**config.mk**
```make
export PLATFORM = sky130hd
export DESIGN_NAME = triangle_job_scheduler_flat
export DESIGN_NICKNAME = d
export VERILOG_FILES = /design/src/rtl/triangle_pkg.sv /design/src/rtl/triangle_job_scheduler_if.sv /design/src/rtl/triangle_job_scheduler_rr_arbiter.sv /design/src/rtl/triangle_job_scheduler.sv /design/src/flat_wrapper.sv
export SDC_FILE = /design/constraint.sdc
export NUM_CORES = 1
export LEC_CHECK = 0
export ABC_AREA = 1
export BUFFER_PORTS_ARGS = -buffer_cell sky130_fd_sc_hd__buf_4
export CORE_AREA = 2 2 183 185
export DETAILED_ROUTE_END_ITERATION = 12
export DIE_AREA = 0 0 185 187
export GPL_TIMING_DRIVEN = 1
export PLACE_DENSITY_LB_ADDON = 0.2
export SYNTH_ARGS = -nofsm -noshare
export SYNTH_HDL_FRONTEND = slang
export SYNTH_SLANG_ARGS = --single-unit
```
**constraint.sdc**
```tcl
create_clock -name clk -period 3.1 [get_ports clk]
set_input_delay 0.155 -clock clk [delete_from_list [all_inputs] [get_ports clk]]
set_output_delay 0.155 -clock clk [all_outputs]
set_load 0.005 [all_outputs]
```
**src/rtl/triangle_pkg.sv**
```systemverilog
// Shared types and constants for the triangle job scheduler.
// Job packing is {p1x,p1y,p2x,p2y,p3x,p3y,ptx,pty}, p1x in the MSBs.
package triangle_pkg;

  localparam int COORD_W = 11;
  localparam int JOB_W   = 8 * COORD_W;

  localparam int P1X_OFF = 7 * COORD_W;
  localparam int P1Y_OFF = 6 * COORD_W;
  localparam int P2X_OFF = 5 * COORD_W;
  localparam int P2Y_OFF = 4 * COORD_W;
  localparam int P3X_OFF = 3 * COORD_W;
  localparam int P3Y_OFF = 2 * COORD_W;
  localparam int PTX_OFF = 1 * COORD_W;
  localparam int PTY_OFF = 0;

  typedef enum logic [2:0] {
    S_IDLE  = 3'd0,
    S_GRANT = 3'd1,
    S_LOAD  = 3'd2,
    S_WAIT  = 3'd3,
    S_RESP  = 3'd4
  } state_t;

endpackage

```
**src/rtl/triangle_job_scheduler_if.sv**
```systemverilog
// Requester, tester and status bundle of the job scheduler.
// slave = scheduler side, master = requesters plus tester side.
interface triangle_job_scheduler_if
  import triangle_pkg::*;
#(
  parameter int NREQ    = 4,
  parameter int COORD_W = triangle_pkg::COORD_W
);

  localparam int JW = 8 * COORD_W;

  logic [NREQ-1:0]    req_valid;
  logic [NREQ-1:0]    req_ready;
  logic [NREQ*JW-1:0] req_data;
  logic [NREQ-1:0]    rsp_valid;
  logic               rsp_inside;
  logic               rsp_timeout;
  logic [JW-1:0]      t_coords;
  logic               t_active;
  logic               t_value;
  logic               busy;
  logic [15:0]        job_count;

  modport slave (
    input  req_valid, req_data,
    input  t_active, t_value,
    output req_ready, rsp_valid,
    output rsp_inside, rsp_timeout,
    output t_coords, busy, job_count
  );

  modport master (
    output req_valid, req_data,
    output t_active, t_value,
    input  req_ready, rsp_valid,
    input  rsp_inside, rsp_timeout,
    input  t_coords, busy, job_count
  );

endinterface

```
**src/rtl/triangle_job_scheduler_rr_arbiter.sv**
```systemverilog
// Combinational round-robin pick: search from i_ptr upward with wrap.
module rr_arbiter #(
  parameter  int NREQ = 4,
  localparam int IW   = $clog2(NREQ)
) (
  input  logic [NREQ-1:0] i_req,
  input  logic [IW-1:0]   i_ptr,
  output logic [NREQ-1:0] o_grant,
  output logic [IW-1:0]   o_idx,
  output logic            o_any
);

  always_comb begin
    o_grant = '0;
    o_idx   = '0;
    o_any   = 1'b0;
    for (int k = 0; k < NREQ; k++) begin
      if (!o_any && i_req[(int'(i_ptr) + k) % NREQ]) begin
        o_any   = 1'b1;
        o_idx   = IW'((int'(i_ptr) + k) % NREQ);
        o_grant[(int'(i_ptr) + k) % NREQ] = 1'b1;
      end
    end
  end

endmodule

```
**src/rtl/triangle_job_scheduler.sv**
```systemverilog
// Round-robin scheduler sharing one point-in-triangle tester
// among NREQ requesters, with a WAIT timeout guard.
module triangle_job_scheduler
  import triangle_pkg::*;
#(
  parameter int NREQ    = 4,
  parameter int COORD_W = triangle_pkg::COORD_W,
  parameter int TIMEOUT = 255
) (
  input logic clk,
  input logic rst,
  triangle_job_scheduler_if.slave bus
);

  localparam int JW = 8 * COORD_W;
  localparam int IW = $clog2(NREQ);
  localparam int TW = $clog2(TIMEOUT + 1);

  state_t          r_state;
  state_t          w_next;
  logic [IW-1:0]   r_ptr;
  logic [IW-1:0]   r_id;
  logic [JW-1:0]   r_job;
  logic [TW-1:0]   r_timer;
  logic [NREQ-1:0] r_rsp_valid;
  logic            r_inside;
  logic            r_timeout;
  logic            r_busy;
  logic [15:0]     r_cnt;

  logic [NREQ-1:0] w_grant;
  logic [IW-1:0]   w_idx;
  logic            w_any;
  logic            w_tmo;
  logic [NREQ-1:0] w_ready;
  logic [NREQ-1:0] w_rsp_valid;
  logic            w_inside;
  logic            w_timeout;
  logic            w_busy;

  rr_arbiter #(.NREQ(NREQ)) u_arb (
    .i_req   (bus.req_valid),
    .i_ptr   (r_ptr),
    .o_grant (w_grant),
    .o_idx   (w_idx),
    .o_any   (w_any)
  );

  assign w_tmo = (r_timer == TW'(TIMEOUT - 1));

  always_ff @(posedge clk) begin
    if (rst) r_state <= S_IDLE;
    else     r_state <= w_next;
  end

  always_comb begin
    w_next = r_state;
    unique case (r_state)
      S_IDLE:  if (|bus.req_valid) w_next = S_GRANT;
      S_GRANT: w_next = w_any ? S_LOAD : S_IDLE;
      S_LOAD:  w_next = S_WAIT;
      S_WAIT:  if (bus.t_active || w_tmo) w_next = S_RESP;
      S_RESP:  w_next = S_IDLE;
      default: w_next = S_IDLE;
    endcase
  end

  // A live result in the final WAIT cycle beats the timeout.
  always_comb begin
    w_ready     = (r_state == S_GRANT) ? w_grant : '0;
    w_rsp_valid = '0;
    w_inside    = 1'b0;
    w_timeout   = 1'b0;
    w_busy      = (w_next != S_IDLE);
    if (r_state == S_WAIT && w_next == S_RESP) begin
      w_rsp_valid = NREQ'(1) << r_id;
      w_inside    = bus.t_active & bus.t_value;
      w_timeout   = ~bus.t_active;
    end
  end

  always_ff @(posedge clk) begin
    if (rst) begin
      r_ptr       <= '0;
      r_id        <= '0;
      r_job       <= '0;
      r_timer     <= '0;
      r_rsp_valid <= '0;
      r_inside    <= 1'b0;
      r_timeout   <= 1'b0;
      r_busy      <= 1'b0;
      r_cnt       <= '0;
    end else begin
      r_rsp_valid <= w_rsp_valid;
      r_inside    <= w_inside;
      r_timeout   <= w_timeout;
      r_busy      <= w_busy;
      if (r_state == S_GRANT && w_any) begin
        r_job <= bus.req_data[int'(w_idx)*JW +: JW];
        r_id  <= w_idx;
        r_ptr <= (w_idx == IW'(NREQ - 1)) ? '0 : w_idx + 1'b1;
      end
      if (r_state == S_LOAD)      r_timer <= '0;
      else if (r_state == S_WAIT) r_timer <= r_timer + 1'b1;
      if (r_state == S_RESP)      r_cnt <= r_cnt + 16'd1;
    end
  end

  assign bus.req_ready   = w_ready;
  assign bus.rsp_valid   = r_rsp_valid;
  assign bus.rsp_inside  = r_inside;
  assign bus.rsp_timeout = r_timeout;
  assign bus.t_coords    = r_job;
  assign bus.busy        = r_busy;
  assign bus.job_count   = r_cnt;

endmodule
```
**src/flat_wrapper.sv**
```systemverilog
// flat-port wrapper written by rule: the top's interface ports become plain ports
module triangle_job_scheduler_flat import triangle_pkg::*;
#(
  parameter int NREQ    = 4,
  parameter int COORD_W = triangle_pkg::COORD_W,
  parameter int TIMEOUT = 255
)
  (clk, rst, bus_req_valid, bus_req_data, bus_t_active, bus_t_value, bus_req_ready, bus_rsp_valid, bus_rsp_inside, bus_rsp_timeout, bus_t_coords, bus_busy, bus_job_count);
  triangle_job_scheduler_if #(.NREQ(NREQ), .COORD_W(COORD_W)) bus_i ();
  input logic clk;
  input logic rst;
  input wire logic [$bits(bus_i.req_valid)-1:0] bus_req_valid;
  input wire logic [$bits(bus_i.req_data)-1:0] bus_req_data;
  input wire logic [$bits(bus_i.t_active)-1:0] bus_t_active;
  input wire logic [$bits(bus_i.t_value)-1:0] bus_t_value;
  output wire logic [$bits(bus_i.req_ready)-1:0] bus_req_ready;
  output wire logic [$bits(bus_i.rsp_valid)-1:0] bus_rsp_valid;
  output wire logic [$bits(bus_i.rsp_inside)-1:0] bus_rsp_inside;
  output wire logic [$bits(bus_i.rsp_timeout)-1:0] bus_rsp_timeout;
  output wire logic [$bits(bus_i.t_coords)-1:0] bus_t_coords;
  output wire logic [$bits(bus_i.busy)-1:0] bus_busy;
  output wire logic [$bits(bus_i.job_count)-1:0] bus_job_count;
  assign bus_i.req_valid = bus_req_valid;
  assign bus_i.req_data = bus_req_data;
  assign bus_i.t_active = bus_t_active;
  assign bus_i.t_value = bus_t_value;
  assign bus_req_ready = bus_i.req_ready;
  assign bus_rsp_valid = bus_i.rsp_valid;
  assign bus_rsp_inside = bus_i.rsp_inside;
  assign bus_rsp_timeout = bus_i.rsp_timeout;
  assign bus_t_coords = bus_i.t_coords;
  assign bus_busy = bus_i.busy;
  assign bus_job_count = bus_i.job_count;
  triangle_job_scheduler #(.NREQ(NREQ), .COORD_W(COORD_W), .TIMEOUT(TIMEOUT)) u_core (.clk(clk), .rst(rst), .bus(bus_i));
endmodule
```
# After elaboration in Yosys (flattened, before gate mapping)
# Cells that the tools add are included.
# W data, S select, Z words.
# word_totals
n_memories	0
wordCells	101
reg_bits	126
out_inout_bits	115
latch_bits	0
inputBits	360
mem_bits_rw	0
mem_bits_ro	0
# op_classes
n_reduce_logical	21
shift	2
mul	1
muxes	37
eq_ne	7
addsub	6
bitwise_logic	9
n_lt_le_gt_ge	8
div	0
# op_table
operator	count
$shiftx A352 B32 Y88	1
$mux W4	5
$add A16 B1 Y16 const B	1
$mux W1	15
$lt A3 B4 Y1 const B	3
$mux W2	6
$or A4 B4 Y4	3
$pmux W3 S4	1
$reduce_or A2 Y1	5
$ge A3 B1 Y1 const B	3
$logic_and A1 B1 Y1	9
$add A8 B1 Y8 const B	1
$bmux W1 S2	4
$demux W1 S2	4
$eq A8 B8 Y1 const B	1
$eq A3 B2 Y1 const B	2
$eq A3 B3 Y1 const B	2
$mul A2 B4 Y6 const B	1
$mux W3	2
$add A2 B1 Y2 const B	2
$add A2 B2 Y2 const B	2
$reduce_or A4 Y1	1
$shl A1 B2 Y4 const A	1
$and A1 B1 Y1 const A	3
other kinds (10)	13

# Longest topological paths before layout
# Gate-level depths: netlist of run 1.
# logic_depth
ltp_word	20
ltp_mapped	15
ltp_nobuf	13

# Hierarchy
# A second synthesis of run 1 with hierarchy kept.
# hier_totals
cells_unflattened	1193
hier_area_um2	7468.4
# by_module_without_submodules
mod	cells_each	seq_area_each_um2	n_inst	area_per_inst_um2
triangle_job_scheduler	1119	2522.4	1	7033.0
rr_arbiter	74	0.0	1	435.4

# Least setup slack after synthesis of run 1
# OpenSTA, ideal clock, no wires.
# synth_path
kind	reg2reg
from	reg with a tool-made name
to	reg u_core.r_job[0] (netlist: u_core.bus.t_coords[0])
n_path_buf	2
arrival_ns	2.232
stages_incl_launch_ff	15
path_slack_ns	0.740
required_ns	2.972
period_less_slack_ns	2.360
setup_ns	0.128
cell_sequence	dfxtp_1 inv_2 ha_1 inv_1 nand3_1 nand2_1 nand3_2 nor2_1 inv_1 nand3_1 buf_4 buf_2 nand3_1 nand2_1 a21oi_1
# synth_rtl
element	line	rtl
end signal, assigned	triangle_job_scheduler.sv:99	r_job <= bus.req_data[int'(w_idx)*JW +: JW];
end, declared	triangle_job_scheduler.sv:23	logic [JW-1:0] r_job;

# Worst setup path in the final report of run 1
# layout_path
from	reg u_core.r_ptr[1]
to	reg u_core.r_job[78] (netlist: u_core.bus.t_coords[78])
# layout_between
elab_chain_cells	14
elab_cells_between_ends	31
cone_classes	add/sub (3); mul (1); shift (1); mux (19); reduce/logical (7)
# layout_lines
element	line	rtl
start, declared	triangle_job_scheduler.sv:21	logic [IW-1:0] r_ptr;
start signal, assigned	triangle_job_scheduler.sv:101	r_ptr <= (w_idx == IW'(NREQ - 1)) ? '0 : w_idx + 1'b1;
$add A2 B1 Y2 or $bmux W1 S2 (tied branches)	triangle_job_scheduler_rr_arbiter.sv:18, triangle_job_scheduler_rr_arbiter.sv:20	
$bmux W1 S2 or $mux W1 (tied branches)	triangle_job_scheduler_rr_arbiter.sv:18	if (!o_any && i_req[(int'(i_ptr) + k) % NREQ]) begin
$mux W1 (implied by the code)	triangle_job_scheduler_rr_arbiter.sv:18	
$mux W1 (implied by the code) or $logic_not A1 Y1 (tied branches)	triangle_job_scheduler_rr_arbiter.sv:18	
$logic_and A1 B1 Y1	triangle_job_scheduler_rr_arbiter.sv:18	
$mux W1	triangle_job_scheduler_rr_arbiter.sv:18	
$logic_not A1 Y1	triangle_job_scheduler_rr_arbiter.sv:18	
$logic_and A1 B1 Y1	triangle_job_scheduler_rr_arbiter.sv:18	
$mux W1	triangle_job_scheduler_rr_arbiter.sv:18	
$logic_not A1 Y1	triangle_job_scheduler_rr_arbiter.sv:18	
$logic_and A1 B1 Y1	triangle_job_scheduler_rr_arbiter.sv:18	
$mux W2	triangle_job_scheduler_rr_arbiter.sv:18	
$mul A2 B4 Y6	triangle_job_scheduler.sv:99	
$shiftx A352 B32 Y88	triangle_job_scheduler.sv:99	
# Several ways; a longest one is shown, not always the timed one. The select of a mux whose other input is x is not followed.
# A chain may end at the register's enable or synchronous reset.

==> results.py, run 1 <==
metrics = {
    "status": {
        "status": "finished, final reports clean",
    },
    "power_and_ir_drop": {
        "ir_drop_v": 0.000967,
        "p_per_area_nw_per_um2": 947,
        "p_leak_nw": 6.14,
    },
    "hold_path": {
        "whs_path_depth": 5,
        "hold_path_class": "in -> reg",
        "hold_start": "bus_req_data[151]",
    },
    "logic_synthesis": {
        "synthTopCellsByArea": "dfxtp_1, nand3_1, nand2_1",
        "seq_area_frac_synth": 0.320,
        "yosysWarnings": 0,
        "syn_area_um2": 7880,
        "yosys.area.top_type_share": 0.320,
        "synth_nets": 1651,
        "synth_edf_count": 0,
        "avgSynthCellArea_um2": 6.16,
        "synth_top_area_cell": "dfxtp_1",
        "yosysUniqueCellTypes": 31,
        "ys_ff_latch": 126,
        "synth-async-reset-ratio": 0,
        "synthCells": 1280,
        "synth_common_cells": "nand3_1, nand2_1, dfxtp_1",
        "synth.most_common_cell": "nand3_1",
        "synth_ff_type": "dfxtp_1",
    },
    "cts": {
        "numCtsBuffers": 17,
        "clock_latency_ps": 410,
        "clk_pin_slew_ps": 70,
        "cts_max_path_buffers": 2,
        "cts_max_level": 4,
        "cts_tree": "built",
        "cts_root_buf": "clkbuf_16",
        "postCtsSetupBuffers": 0,
        "cts_num_sinks": 126,
    },
    "routing": {
        "wl_um": 35500,
        "drt_iter0_drc": 652,
        "drc": 0,
        "vias_per_cell": 4.73,
        "dr.pass1.iters": 5,
        "ant_nets": 0,
        "vias": 10200,
        "routedWlPerCell_um": 16.5,
    },
    "sta": {
        "max_freq_ghz": 0.369,
        "rsz0062_at_grt": "false",
        "finalCritPeriodShare": 0.875,
        "setup_viol": 0,
        "finalMaxSlewViolations": 0,
        "timing.hold.ws_ps": 94.6,
        "tns_ps": 0,
        "slew_headroom": 0.491,
        "timing.final.ws_setup_ps": 389,
        "tightestPinTransition_ps": 764,
        "hold_viol_final": 0,
        "finalClockSkew_ps": 15.8,
        "period_needed_ps": 2710,
    },
    "grt": {
        "grt_pass1_vias": 9708,
        "grt_pass1_wl_um": 54100,
        "gr-total-overflow": 0,
        "grtUsageTotal": 0.199,
        "antenna_found_initial": 0,
        "grt_max_degree": 112,
    },
    "placement": {
        "dp_slack_ps": 466,
        "place_area_um2": 11900,
        "gp_congestion": 0.889,
        "hpwlAfterDp_um": 25800,
        "portBuffers": 474,
    },
    "floorplanning": {
        "die_area_um2": 34600,
        "die_w_um": 185,
        "rows": 67,
        "start_util": 0.240,
        "io_pins": 475,
        "core_area_um2": 32900,
        "fp.dieH_um": 187,
    },
    "critical_path": {
        "critPathKind": "reg -> reg",
        "crit_path_start": "u_core.r_ptr[1]$_SDFFE_PP0P_",
        "endpoint_kind": "flip-flop",
        "cp_max_fo": 65,
        "r2r_start": "u_core.r_ptr[1]$_SDFFE_PP0P_",
        "start_kind": "flip-flop",
        "worst_r2r_path_depth": 13,
        "crit_arrival_ps": 3050,
        "required_ps": 3440,
    },
    "finish": {
        "diodes": 0,
        "area_growth_pct": 58.6,
        "drive_above_1_share": 0.318,
        "seq_area_um2": 2520,
        "fin_util": 0.380,
        "fin_nets": 2063,
        "multi_input_area_um2": 4750,
        "fillers": 3570,
        "fin_area_um2": 12500,
    },
    "run": {
        "maxCapViolations": 0,
    },
}
[cell usage in the layout (no fill, tap or decap), types with 10 or more instances in the layout]
master     synthesis  routed
clkbuf_16          0      17
buf_4              4     486
dfxtp_1          126     126
o21ai_0          104     104
a21oi_1          110     110
ha_1              11      11
buf_12             0      10
nand3_1          373     372
nand2_1          326     326
inv_1             51      50
nor3_1            13      13
nor2_1            27      27
[metrics by stage]
step / instances / total power, mW
after global routing: 2153 / 12.9
after CTS: 2153 / 12.0
after global placement: 2118 / 9.88
final: 2153 / 11.8
after detailed placement: 2118 / 9.88
after floorplan: 1280 / 7.22
[layout make-up]
cell class	instances	share of cell area
Multi-Input combinational cell	995	0.380
Timing Repair Buffer	499	0.310
Sequential cell	126	0.202
Tap cell	448	0.0449
Clock buffer	20	0.0357
Inverter	53	0.0161
Clock inverter	12	0.0110
[final timing paths]
| check | endpoint | slack, ps |
|---|---|---|
| hold / removal | u_core.bus.t_coords[63]$_SDFFE_PP0P_ | 90 |
| setup reg to reg | u_core.bus.t_coords[78]$_SDFFE_PP0P_ | 390 |
| hold reg to reg | u_core.bus.rsp_valid[0]$_SDFF_PP0_ | 430 |
| setup / recovery | u_core.bus.t_coords[78]$_SDFFE_PP0P_ | 390 |
[logic make-up (layout without fill, tap and decap cells)]
family	count (synthesis)	in the layout	synth area share
adder cells (fa/ha/maj)	11	11	0.0175
flip-flops	126	126	0.320
XOR/XNOR	2	2	0.00222
AO/OA/AOI/OAI	223	223	0.144
AND/OR/NAND/NOR	759	759	0.433
buffers and inverters	159	584	0.0835
[where the power goes]
group,switching [mW],leakage (nW),total [mW],internal [mW]
Sequential,0.164,1.03,2.10,1.93
Clock,0.825,0.281,2.04,1.22
Combinational,4.91,4.83,7.70,2.79
[per-layer routing]
metal	track usage	vias to the layer above	routed length, um
met2	0.341	355	17500
met3	0.0444	40	2300
li1	-	5176	-
met5	0	-	0
met1	0.247	4621	14800
met4	0.0601	0	872
[state kept, by name, summed over array words and instances, names as in the netlist, named ones only]
register / flops
u_core.r_timer: 8
u_core.bus.rsp_inside: 1
u_core.bus.job_count: 16
u_core.bus.t_coords: 88
u_core.r_state: 3
u_core.bus.busy: 1
u_core.r_id: 2
u_core.bus.rsp_valid: 4
u_core.bus.rsp_timeout: 1
u_core.r_ptr: 1
[what timing repair did]
action                    in CTS  in global routing
hold buffers                   3                  0
resized for setup              0                  0
hold endpoints to repair       3                  0
[critical path: stages, from the launching register on]
cell	delay, ps
dfxtp_1	330
inv_1	60
ha_1	320
inv_1	80
nand3_1	80
nand2_1	100
nor2_2	230
nand2_1	150
nand3_4	160
buf_4	560
nand3_1	160
nand3_1	130
nand2_1	60
a21oi_1	110
Power figures use the tool's default switching activity.
==> run 2, diff against run 1 <==
Settings changed: MAX_ROUTING_LAYER set to met4, PLACE_DENSITY set to 0.58, PLACE_DENSITY_LB_ADDON 0.2 to not set.
==> run 2 against run 1 <==
Setup slack worse by 35 ps. Via count up 0.62%. Power increased by 0.38%. Sequential share of layout area unchanged. Sequential power is essentially flat. Clock power grew 3%. Cell count shrank 0.14%. Combinational power hardly changed. Non-clock buffer count decreased by 3. Highest routed layer unchanged.
==> results.py, run 2 (same netlist as run 1, synthesis figures left out) <==
metrics = {
    "finish": {
        "layout_common_cells": "buf_4, nand3_1, nand2_1",
        "area_growth_pct": 58.6,
        "fillers": 3608,
        "largest_reg_flops": 88,
        "final_common_cell": "buf_4",
        "diodes": 0,
        "fin_area_um2": 12500,
        "fin_nets": 2060,
        "drive_above_1_share": 0.317,
    },
    "grt": {
        "grtUsageTotal": 0.200,
        "grt_max_degree": 115,
        "antenna_found_initial": 0,
        "gr-total-overflow": 0,
        "grt_pass1_wl_um": 52900,
        "grt_pass1_vias": 9728,
    },
    "cts": {
        "clock_latency_ps": 410,
        "cts_root_buf": "clkbuf_16",
        "numCtsBuffers": 17,
        "cts_max_path_buffers": 2,
        "cts_tree": "built",
        "postCtsSetupBuffers": 0,
        "cts_num_sinks": 126,
        "clk_pin_slew_ps": 70,
        "cts_max_level": 4,
    },
    "critical_path": {
        "critPathKind": "reg -> reg",
        "critPathMaxStageDelay_ps": 440,
        "crit_arrival_ps": 3090,
        "required_ps": 3440,
        "crit_path_top_delay_cell": "buf_4",
        "cp_max_fo": 45,
        "r2r_setup_slack_ps": 350,
        "start_kind": "flip-flop",
        "cpMostUsedCell": "nand2_1",
        "endpoint_kind": "flip-flop",
        "cp_cell_sequence": "inv_1 > ha_1 > inv_1 > nand3_1 > nand2_1 > o21ai_1 > nand3_4 > nand2_8 > buf_4 > nand2_1 > nand3_1 > nand2_1 > a21oi_1",
    },
    "hold_path": {
        "hold_path_class": "in -> reg",
    },
    "routing": {
        "ant_nets": 0,
        "vias": 10300,
        "vias_per_cell": 4.77,
        "drc": 0,
        "routedWlPerCell_um": 16.2,
        "dr.pass1.iters": 5,
        "drt_iter0_drc": 513,
        "wl_um": 34800,
    },
    "floorplanning": {
        "io_pins": 475,
        "core_area_um2": 32900,
        "die_area_um2": 34600,
        "rows": 67,
        "fp.dieH_um": 187,
        "die_w_um": 185,
        "start_util": 0.240,
    },
    "sta": {
        "slew_headroom": 0.522,
        "finalCritPeriodShare": 0.886,
        "finalMaxSlewViolations": 0,
        "max_freq_ghz": 0.364,
        "setup_viol": 0,
        "tns_ps": 0,
        "hold_viol_final": 0,
        "finalClockSkew_ps": 12.1,
        "rsz0062_at_grt": "false",
        "period_needed_ps": 2750,
        "tightestPinTransition_ps": 717,
    },
    "power_and_ir_drop": {
        "p_leak_nw": 6.13,
        "ir_drop_v": 0.00119,
        "p_per_area_nw_per_um2": 951,
    },
    "status": {
        "status": "finished, final reports clean",
    },
    "placement": {
        "portBuffers": 474,
        "hpwlAfterDp_um": 25800,
        "gp_congestion": 0.889,
        "place_area_um2": 11900,
    },
    "run": {
        "maxCapViolations": 0,
    },
}
## run 2: cell types whose count changed in the layout (fill, tap and decap cells not counted)
| cell | previous run | this run |
|---|---|---|
| bufinv_16 | 2 | 3 |
| clkinv_4 | 4 | 2 |
| clkinvlp_4 | 2 | 5 |
| clkbuf_1 | 2 | 1 |
| buf_4 | 486 | 483 |
| inv_6 | 2 | 1 |
## run 2: path summary, 6_finish.rpt
kind / start / endpoint / cells after the start
worst min-delay path: bus_req_data[303] / u_core.bus.t_coords[39]$_SDFFE_PP0P_ / 5
worst max-delay path: u_core.r_ptr[1]$_SDFFE_PP0P_ / u_core.bus.t_coords[78]$_SDFFE_PP0P_ / 13
worst max register to register: u_core.r_ptr[1]$_SDFFE_PP0P_ / u_core.bus.t_coords[78]$_SDFFE_PP0P_ / 13
worst min register to register: u_core.r_id[0]$_SDFFE_PP0P_ / u_core.bus.rsp_valid[2]$_SDFF_PP0_ / 1
## run 2: power by group
group | internal, mW | total [mW] | leakage [nW] | switching [mW]
registers | 1.93 | 2.10 | 1.03 | 0.164
logic | 2.76 | 7.68 | 4.81 | 4.92
clock network | 1.29 | 2.10 | 0.282 | 0.811
total | 5.99 | 11.9 | 6.13 | 5.89
## run 2: per-stage QoR
step / setup slack (ps) / hold WS [ps] / std cells / power (mW) / util
2_1_floorplan: 740 / 227 / 1280 / 7.22 / -
3_3_place_gp: 468 / 333 / 2115 / 9.86 / 0.361
3_5_place_dp: 362 / 345 / 2115 / 9.88 / 0.361
4_1_cts: 350 / 74.3 / 2150 / 12.0 / 0.380
5_1_grt: 129 / 108 / 2150 / 13.0 / 0.380
6_report: 354 / 98.5 / 2150 / 11.9 / 0.380
## run 2: layer usage
metal  GRT usage  share of wire  vias up
met4      0.0537          0.020        0
met1       0.240           0.42     4708
met5           -              0        -
met3      0.0428          0.062       34
li1            -              -     5166
met2       0.339           0.50      347
## run 2: critical path, delay by kind of cell (launching register included)
family | cells | cell delay (ps)
simple gates | 7 | 900
flops | 1 | 330
buf+inv | 3 | 640
fa+ha+maj | 1 | 360
compound gates | 2 | 380
## run 2: repair_timing
item	CTS	global route
hold buffers	3	0
gates resized for setup	0	0
hold endpoints to repair	4	0
## run 2: layout make-up
class | count | area [um2] | area share
inverter | 53 | 201 | 0.0161
clock buffer | 19 | 443 | 0.0354
clock inverter | 13 | 164 | 0.0131
sequential | 126 | 2520 | 0.202
timing repair buffer | 496 | 3860 | 0.309
tap | 448 | 561 | 0.0449
multi-input combinational | 995 | 4750 | 0.380
==> run 3, diff against run 2 <==
Settings changed: CELL_PAD_IN_SITES_DETAIL_PLACEMENT set to 0, CELL_PAD_IN_SITES_GLOBAL_PLACEMENT set to 1, CORE_AREA 2 2 183 185 to 2 2 187 189, DIE_AREA 0 0 185 187 to 0 0 189 191, PLACE_DENSITY 0.58 to 0.77.
==> run 3 against run 2 <==
First-iteration DRC count increased by 30%. Maximum frequency shrank 2.4%. Power is 2.5% higher. Highest routed layer unchanged.
==> results.py, run 3 (same netlist as run 1, synthesis figures left out) <==
metrics = {
    "sta": {
        "slew_headroom": 0.564,
        "period_needed_ps": 2810,
        "hold_viol_final": 0,
        "finalCritPeriodShare": 0.907,
        "finalClockSkew_ps": 11.6,
        "rsz0062_at_grt": "false",
        "max_freq_ghz": 0.355,
        "finalMaxSlewViolations": 0,
        "setup_viol": 0,
        "tns_ps": 0,
        "tightestPinTransition_ps": 654,
    },
    "critical_path": {
        "cp_max_fo": 48,
        "critPathKind": "reg -> reg",
        "start_kind": "flip-flop",
        "crit_path_top_delay_cell": "dfxtp_1",
        "cp_cell_sequence": "inv_2 > ha_1 > inv_1 > nand3_1 > nand2_1 > nor2_2 > nand2_1 > nand3_4 > buf_12 > buf_4 > nand3_1 > nand3_1 > nand2_1 > a21oi_1",
        "endpoint_kind": "flip-flop",
        "required_ps": 3440,
        "crit_arrival_ps": 3150,
        "crit_buf_inv": 4,
        "critPathTopFamily": "simple AND/OR/NAND/NOR gates",
        "critPathMaxStageDelay_ps": 560,
    },
    "finish": {
        "largest_reg_flops": 88,
        "final_common_cell": "buf_4",
        "layout_common_cells": "buf_4, nand3_1, nand2_1",
        "fin_nets": 2065,
        "fillers": 3707,
        "area_growth_pct": 59.7,
        "drive_above_1_share": 0.320,
        "fin_util": 0.369,
    },
    "routing": {
        "vias": 10200,
        "drc": 0,
        "dr.pass1.iters": 5,
        "ant_nets": 0,
        "wl_um": 36500,
        "vias_per_cell": 4.72,
        "drt_iter0_drc": 665,
        "routedWlPerCell_um": 16.9,
    },
    "grt": {
        "grt_pass1_vias": 9759,
        "grt_max_degree": 94,
        "grt_pass1_wl_um": 55100,
        "grtUsageTotal": 0.200,
        "gr-total-overflow": 0,
        "antenna_found_initial": 1,
    },
    "floorplanning": {
        "start_util": 0.231,
        "io_pins": 475,
        "die_w_um": 189,
        "die_area_um2": 36100,
        "rows": 68,
        "core_area_um2": 34100,
        "fp.dieH_um": 191,
    },
    "cts": {
        "clk_pin_slew_ps": 70,
        "clock_latency_ps": 420,
        "cts_tree": "built",
        "cts_max_path_buffers": 2,
        "numCtsBuffers": 17,
        "cts_root_buf": "clkbuf_16",
        "cts_max_level": 4,
        "cts_num_sinks": 126,
    },
    "placement": {
        "hpwlAfterDp_um": 27500,
        "gp_congestion": 0.911,
        "portBuffers": 474,
    },
    "power_and_ir_drop": {
        "p_leak_nw": 6.17,
        "p_per_area_nw_per_um2": 968,
        "ir_drop_v": 0.000822,
    },
    "status": {
        "status": "finished, final reports clean",
    },
    "run": {
        "maxCapViolations": 0,
    },
    "hold_path": {
        "hold_path_class": "in -> reg",
    },
}
-- run 3: cell count changes in the layout (fill, tap and decap cells not counted) --
cell and change:
dfxtp_2 +1, clkinvlp_4 -1, inv_2 -1, inv_6 +1, diode_2 +1, dfxtp_1 -1, buf_4 +3, buf_12 +2
clkbuf_8 +1
-- run 3: timing repair --
item                                    CTS  global route
endpoints found under the setup margin    0            27
hold buffers                              3             0
gates resized for setup                   0             1
buffers inserted                          0             0
endpoints found under the hold margin     7             0
-- run 3: final timing paths --
path,cells past startpoint,start,slack (ps),end
worst max-delay path,14,flip-flop,290,u_core.bus.t_coords[61]$_SDFFE_PP0P_
worst min-delay path,5,bus_req_data[309],100,u_core.bus.t_coords[45]$_SDFFE_PP0P_
worst max register to register,14,flip-flop,290,u_core.bus.t_coords[61]$_SDFFE_PP0P_
worst min register to register,1,u_core.r_id[0]$_SDFFE_PP0P_,440,u_core.bus.rsp_valid[0]$_SDFF_PP0_
-- run 3: layout make-up --
cell class | instances | area (um2) | area share
repair buffers | 501 | 3920 | 0.311
diodes | 1 | 2.50 | 0.000199
inverters | 53 | 203 | 0.0161
clock buffers | 20 | 457 | 0.0363
flip-flops and latches | 126 | 2520 | 0.201
multi-input cells | 995 | 4750 | 0.377
clock inverters | 12 | 160 | 0.0127
well taps | 455 | 569 | 0.0453
-- run 3: layer usage --
layer	vias to the layer above	share of wire	wire length (um)	track usage
met4	0	0.023	830	0.0634
li1	5185	-	-	-
met5	-	0	0	-
met2	368	0.49	17900	0.331
met1	4621	0.42	15500	0.245
met3	40	0.063	2300	0.0382
-- run 3: worst reg2reg max path, cell delays in order (launching register included) --
cell and delay [ps]:
dfxtp_1 560, inv_2 70, ha_1 350, inv_1 80, nand3_1 80, nand2_1 100, nor2_2 250, nand2_1 150
nand3_4 180, buf_12 250, buf_4 300, nand3_1 100, nand3_1 100, nand2_1 60, a21oi_1 120
-- run 3: where the power goes --
part           total [mW]  switching, mW  internal (mW)
logic                7.90           4.99           2.91
registers            2.11          0.178           1.93
clock network        2.16          0.840           1.32
total                12.2           6.01           6.16
-- run 3: stage by stage --
stage | power [mW] | setup WS (ps) | instance area, um2 | hold slack (ps) | std cells
floorplan | 7.22 | 740 | 7880 | 227 | 1280
global placement | 10.0 | 363 | 11900 | 352 | 2127
detailed placement | 10.1 | 256 | 11900 | 345 | 2127
CTS | 12.3 | 210 | 12600 | 74.5 | 2162
global route | 13.3 | 22.1 | 12600 | 98.5 | 2163
finish | 12.2 | 287 | 12600 | 96.9 | 2163
